<file path="config.mk">
export PLATFORM = sky130hd
export DESIGN_NAME = ahb_wait_slave
export DESIGN_NICKNAME = d
export VERILOG_FILES = /design/src/rtl/ahb_wait_slave.sv
export SDC_FILE = /design/constraint.sdc
export NUM_CORES = 2
export LEC_CHECK = 0
export BUFFER_PORTS_ARGS = -buffer_cell sky130_fd_sc_hd__buf_4
export CAP_MARGIN = 20
export CORE_MARGIN = 10
export CORE_UTILIZATION = 40
export CTS_CLUSTER_SIZE = 25
export DETAILED_ROUTE_END_ITERATION = 10
export GPL_ROUTABILITY_DRIVEN = 0
export PLACE_DENSITY = 0.6
export RECOVER_POWER = 50
export SLEW_MARGIN = 25
export SYNTH_ARGS = -nofsm -noshare
export SYNTH_HDL_FRONTEND = slang
export SYNTH_SLANG_ARGS = --single-unit
export TNS_END_PERCENT = 5
</file>
<file path="constraint.sdc">
create_clock -name hclk -period 4.9 [get_ports hclk]
set_input_delay 0.245 -clock hclk [delete_from_list [all_inputs] [get_ports hclk]]
set_output_delay 0.245 -clock hclk [all_outputs]
set_load 0.02 [all_outputs]
</file>
<file path="src/rtl/ahb_wait_slave.sv">
// AHB-Lite register-file responder: 2^ADDR_W x 32 words, fixed WAIT_STATES wait states, two-cycle ERROR for illegal accesses.
// Latency: OKAY data phase is WAIT_STATES+1 cycles and ERROR is 2 cycles. Write data is committed at the end of the data phase.
// Backpressure: hreadyout is held low in WAIT and ERR1. AHB_SLV_PROT_EN adds a privileged-write check.
module ahb_wait_slave #(
    parameter int ADDR_W      = 6,
    parameter int WAIT_STATES = 1
) (
    input  logic        hclk,
    input  logic        hreset,
    input  logic        hsel,
    input  logic [31:0] haddr,
    input  logic        hwrite,
    input  logic [2:0]  hsize,
    input  logic [1:0]  htrans,
    input  logic [3:0]  hprot,
    input  logic        hready,
    input  logic [31:0] hwdata,
    output logic        hreadyout,
    output logic        hresp,
    output logic [31:0] hrdata
);

    localparam int          DEPTH    = 2 ** ADDR_W;
    localparam bit          HAS_WAIT = (WAIT_STATES > 0);
    localparam logic [3:0]  WS_LAST  = HAS_WAIT ? 4'(WAIT_STATES - 1) : 4'd0;

    typedef enum logic [2:0] {
        ST_IDLE,
        ST_WAIT,
        ST_OKAY_LAST,
        ST_ERR1,
        ST_ERR2
    } state_t;

    state_t state, next_state;

    logic [31:0]       mem [DEPTH];
    logic [ADDR_W-1:0] a_word;
    logic [3:0]        a_be;
    logic              a_write;
    logic [3:0]        wait_cnt;

    logic              can_take;
    logic              take;
    logic              illegal;
    logic [3:0]        be;
    logic              commit;
    logic [ADDR_W-1:0] rd_word;
    logic              rd_is_read;
    logic [31:0]       rd_data;
    logic              unused_ok;

`ifdef AHB_SLV_PROT_EN
    assign unused_ok = &{1'b0, htrans[0], hprot[3:2], hprot[0]};
`else
    assign unused_ok = &{1'b0, htrans[0], hprot};
`endif

    assign can_take = (state == ST_IDLE) || (state == ST_OKAY_LAST) || (state == ST_ERR2);
    assign take     = hsel && hready && htrans[1] && can_take;
    assign commit   = (state == ST_OKAY_LAST) && a_write;

    always_comb begin
        illegal = 1'b0;
        if (haddr[31:ADDR_W+2] != '0)                    illegal = 1'b1;
        if (hsize > 3'd2)                                illegal = 1'b1;
        if ((hsize == 3'd1) && haddr[0])                 illegal = 1'b1;
        if ((hsize == 3'd2) && (haddr[1:0] != 2'b00))    illegal = 1'b1;
`ifdef AHB_SLV_PROT_EN
        if (hwrite && !hprot[1])                         illegal = 1'b1;
`endif
    end

    always_comb begin
        be = 4'b0000;
        case (hsize)
            3'd0:    be = 4'b0001 << haddr[1:0];
            3'd1:    be = haddr[1] ? 4'b1100 : 4'b0011;
            3'd2:    be = 4'b1111;
            default: be = 4'b0000;
        endcase
    end

    // State register
    always_ff @(posedge hclk) begin
        if (hreset) state <= ST_IDLE;
        else        state <= next_state;
    end

    // Next-state logic
    always_comb begin
        next_state = state;
        case (state)
            ST_IDLE, ST_OKAY_LAST, ST_ERR2: begin
                if (take) begin
                    if (illegal)       next_state = ST_ERR1;
                    else if (HAS_WAIT) next_state = ST_WAIT;
                    else               next_state = ST_OKAY_LAST;
                end else begin
                    next_state = ST_IDLE;
                end
            end
            ST_WAIT: begin
                if (wait_cnt == WS_LAST) next_state = ST_OKAY_LAST;
            end
            ST_ERR1: next_state = ST_ERR2;
            default: next_state = ST_IDLE;
        endcase
    end

    // Output logic
    always_comb begin
        hreadyout = 1'b1;
        hresp     = 1'b0;
        case (state)
            ST_WAIT: hreadyout = 1'b0;
            ST_ERR1: begin
                hreadyout = 1'b0;
                hresp     = 1'b1;
            end
            ST_ERR2: hresp = 1'b1;
            default: ;
        endcase
    end

    // A zero-wait read is looked up at its address phase, so it must see a write committing on the same edge.
    assign rd_word    = (state == ST_WAIT) ? a_word : haddr[ADDR_W+1:2];
    assign rd_is_read = (state == ST_WAIT) ? !a_write : !hwrite;

    always_comb begin
        rd_data = mem[rd_word];
        if (commit && (a_word == rd_word)) begin
            for (int b = 0; b < 4; b++) begin
                if (a_be[b]) rd_data[8*b +: 8] = hwdata[8*b +: 8];
            end
        end
    end

    always_ff @(posedge hclk) begin
        if (hreset) begin
            a_word   <= '0;
            a_be     <= 4'b0000;
            a_write  <= 1'b0;
            wait_cnt <= 4'd0;
            hrdata   <= 32'd0;
        end else begin
            if (take) begin
                a_word  <= haddr[ADDR_W+1:2];
                a_be    <= be;
                a_write <= hwrite;
            end
            wait_cnt <= (state == ST_WAIT) ? wait_cnt + 4'd1 : 4'd0;
            if (next_state == ST_ERR1)
                hrdata <= 32'd0;
            else if ((next_state == ST_OKAY_LAST) && rd_is_read)
                hrdata <= rd_data;
        end
    end

    always_ff @(posedge hclk) begin
        if (!hreset && commit) begin
            for (int b = 0; b < 4; b++) begin
                if (a_be[b]) mem[a_word][8*b +: 8] <= hwdata[8*b +: 8];
            end
        end
    end

endmodule

</file>
==> metrics.md <==
| Metric | Value |
|---|---|
| Status | complete, but fails checks |
| Violated checks | DRC, capacitance limit, slew limit |
| Buf/Inv on CP | 2 |
| Initial Utilization | between 40% and 50% |
| Row count | ~170 |
| IO Pins | 112 |
| Most common cell in the netlist | edfxtp_1 |
| CP top delay family | compound AO/OA/AOI/OAI gates |
| Critical Path Sink Type | flop |
| Vias in the first global route | between 50000 and 60000 |
| Mapped Area | 0.0850 sq mm |
| Leakage | between 30 and 40 nW |
| Power Internal | about 29 mW |
| Asr flop ratio synth | 0% |
| WL/cell | 31.8 microns |
| RR Endpoint | hrdata[15] |
| Crit path depth | 9 |
| DR iter-0 viols | 7957 |
| Max cap viols | 32 |
| Max-slew headroom | -122% |
| Unrepaired setup endpoints after global routing | no |
| Worst-skew pair later-pin latency | approximately 0.9 ns |
| VDD IR max | 401 uV |
| Combinational share of power | under 10% |
| Sequential share of power | between 50% and 60% |
| Sw frac | around 23% |
| Clk_skew | between 0.03 and 0.04 ns |
| Clk root buf | clkbuf_16 |
| Total negative slack | 0 ns |
| Layout cell share with drive strength beyond 1 | a little under a tenth |
| Actual slew at the worst max-slew pin | 3.33 ns |
| Drt via density | 6.01 |
| Sink Count | 2098 |
| # fillers | between 15000 and 20000 |
| Hold Fails Final Rpt | 0 |
| Total die area | approximately 0.23 sq mm |
| Number of flops mapped to enable cells by yosys | between 2000 and 2500 |
| Worst min path class | in2reg |
| Worst EP arrival | about 5.3 ns |
| Routed Antenna Nets | 0 |
| Clock transition at the registers of the reported paths | 0.07 ns |
| Critical Path Fanout Max | 29 |
| Ys Warns | 0 |
| Setup WS pre-CTS | a little over 0.7 ns |
| H-tree lvl count | 4 |
| Cell variety after synth | between 80 and 90 |
| Final Slew Violations | ~2100 |
| CP max stage cell | or3b_1 |
| Cells along the critical path | buf_4 > or3b_1 > a21boi_4 > buf_4 > a211oi_1 > o21a_1 > a2111oi_0 > a211oi_1 > a31oi_1 |
| Final nets | between 6000 and 7000 |
| Synth Area per Inst | approximately 15 sq um |
| Period utilisation layout | 92.4% |
| Total CTS buffers | around 210 |
| Top cell type by total area after synthesis | edfxtp_1 |
| FMAX | 0.221 GHz |
| Initial antenna violation count | 35 |
| I/O Buffers | approximately 110 |
| #FFs+latches synth | between 2000 and 2500 |
| Largest net degree at the start of global routing | 112 |
| Required time worst endpoint | around 5.7 ns |
| Crit. Startpoint | state[0] |
| HPWL after DPL | between 150000 and 200000 microns |
| Total Wirelength | 287000 microns |
| CTS tree | done |
| Crit start category | flop |
| Worst path max stage delay | 0.92 ns |
| NetSw | between 8 and 9 mW |
| Pwr dens | just under 400 mW/mm^2 |
| Syn_nets | between 5000 and 6000 |
| Via count | approximately 54000 |
| R2R depth | 9 |
| Worst r2r src | state[0] |
| Total gr overflow | 0 |
| DRC viols | 5 |
| R2r setup slk | 0.37 ns |
| Post-CTS setup buffers | 0 |
| Worst Slack Setup Final | 0.373 ns |
| Die span in x | about 480 microns |
| Gate count after technology mapping | about 5800 |
| CP Class | reg2reg |
| Clk pwr share | around 41% |
| Synth top area share | between 70% and 80% |
| Maximum clock path buffer count | 3 |
| Tmin final | between 4 and 5 ns |
| Setup Viol. Count Final | 0 |
| Global-route wire length before repair | ~400000 microns |
| Top cells by area, synth | edfxtp_1 (72%), mux2i_1 (6.6%), nand2_1 (4.5%), nand3_1 (2.3%), nor2_1 (1.5%) |
| Area of the core | approximately 0.21 sq mm |
| DR pass1 iterations | 11 |
| Post-synthesis sequential area ratio | 73.5% |
| Die height | approximately 480 microns |
| Gr usage total | around a quarter |
| Synth cell count leaders | edfxtp_1 (2048), nand2_1 (1023), mux2i_1 (562), nand3_1 (386), nor2_1 (350) |
| Area Overhead vs Synth | 13.0% |
| CTS resizes | 0 |
| Main synth FF type | edfxtp_1 |
| Worst setup path endpoint | hrdata[15] |
[metrics by stage]
stage	std cells	instance area (sq um)	utilization, %	power [mW]	hold slack (ns)
4_1_cts	8989	96200	45.4	37.6	0.135
6_report	9018	96000	45.4	37.6	0.190
3_3_place_gp	8551	89200	42.1	22.5	0.461
2_1_floorplan	5842	85000	-	21.3	0.344
5_1_grt	8998	96000	45.3	38.5	0.187
3_5_place_dp	8551	89200	42.1	22.5	0.458
[power by group through the flow]
stage	clock network (mW)	logic (mW)	registers (mW)
global route	16.2	2.60	19.8
finish	15.4	2.51	19.8
global placement	0	2.40	20.1
detailed placement	0	2.43	20.1
floorplan	0	1.23	20.1
CTS	15.4	2.47	19.7
[layout by cell type (no fill, tap or decap), types with 46 or more instances in the layout]
master         synthesis  final
a211oi_1             102    102
a21oi_1               96     96
a31oi_1               70     70
buf_4                 57    182
clkbuf_1             145    123
clkbuf_16              0    212
clkinv_1               1     52
dfxtp_1               50     50
dlygate4sd3_1          0     51
edfxtp_1            2048   2048
mux2i_1              562    556
nand2_1             1023   1018
nand3_1              386    386
nor2_1               350    330
o211a_1               86     86
o211ai_1              98     98
o22ai_1               46     46
[layout make-up]
cell class | count | area, sq um | area share [%]
clock buffers | 278 | 5630 | 5.87
diodes | 29 | 72.6 | 0.0756
flip-flops and latches | 2098 | 62500 | 65.1
multi-input cells | 3315 | 20600 | 21.4
clock inverters | 109 | 831 | 0.865
inverters | 39 | 149 | 0.155
well taps | 2821 | 3530 | 3.68
repair buffers | 329 | 2740 | 2.85
[how the worst min path moves through the flow]
stage,startpoint,endpoint,slack (ns),cells past startpoint
4_1_cts,haddr[5],hrdata[6],0.14,5
3_3_place_gp,a_be[1],a_be[1],0.46,2
6_report,haddr[4],a_word[2],0.19,6
3_5_place_dp,a_be[1],a_be[1],0.46,2
2_1_floorplan,hwdata[0],mem[0][0],0.34,0
5_1_grt,haddr[5],hrdata[6],0.19,5
[logic make-up after synthesis]
family | Yosys count | synth area share (%)
xor gates and xnor gates | 2 | 0.0206
buffers and inverters | 429 | 2.56
and+or+nand+nor | 1927 | 9.64
adders and majority gates | 2 | 0.0294
muxes | 596 | 7.22
AOI/OAI and AO/OA | 788 | 7.01
DFF | 2098 | 73.5
[worst min-delay path, stage by stage]
cell and delay, ns:
buf_4 0.20, inv_1 0.12, buf_4 0.23, nor2_1 0.12
a21oi_1 0.05, nor2_1 0.07
[routing by layer]
metal	vias up	track usage, %	share of wire [%]
met1	27500	32.4	39
met5	-	0.559	0.20
li1	22600	-	-
met3	726	6.76	12
met4	29	13.0	6.3
met2	3357	35.0	43
[state kept, by name (all words and copies together) (netlist names)]
register  flops
wait_cnt      4
mem        2048
a_write       1
state         3
a_word        6
hrdata       32
a_be          4
[repair_timing]
action / in CTS / in global routing
endpoints found under the setup margin: 0 / 0
hold endpoints to repair: 1948 / 0
hold buffers: 51 / 0
No activity file was read; power rests on OpenSTA's default activity.
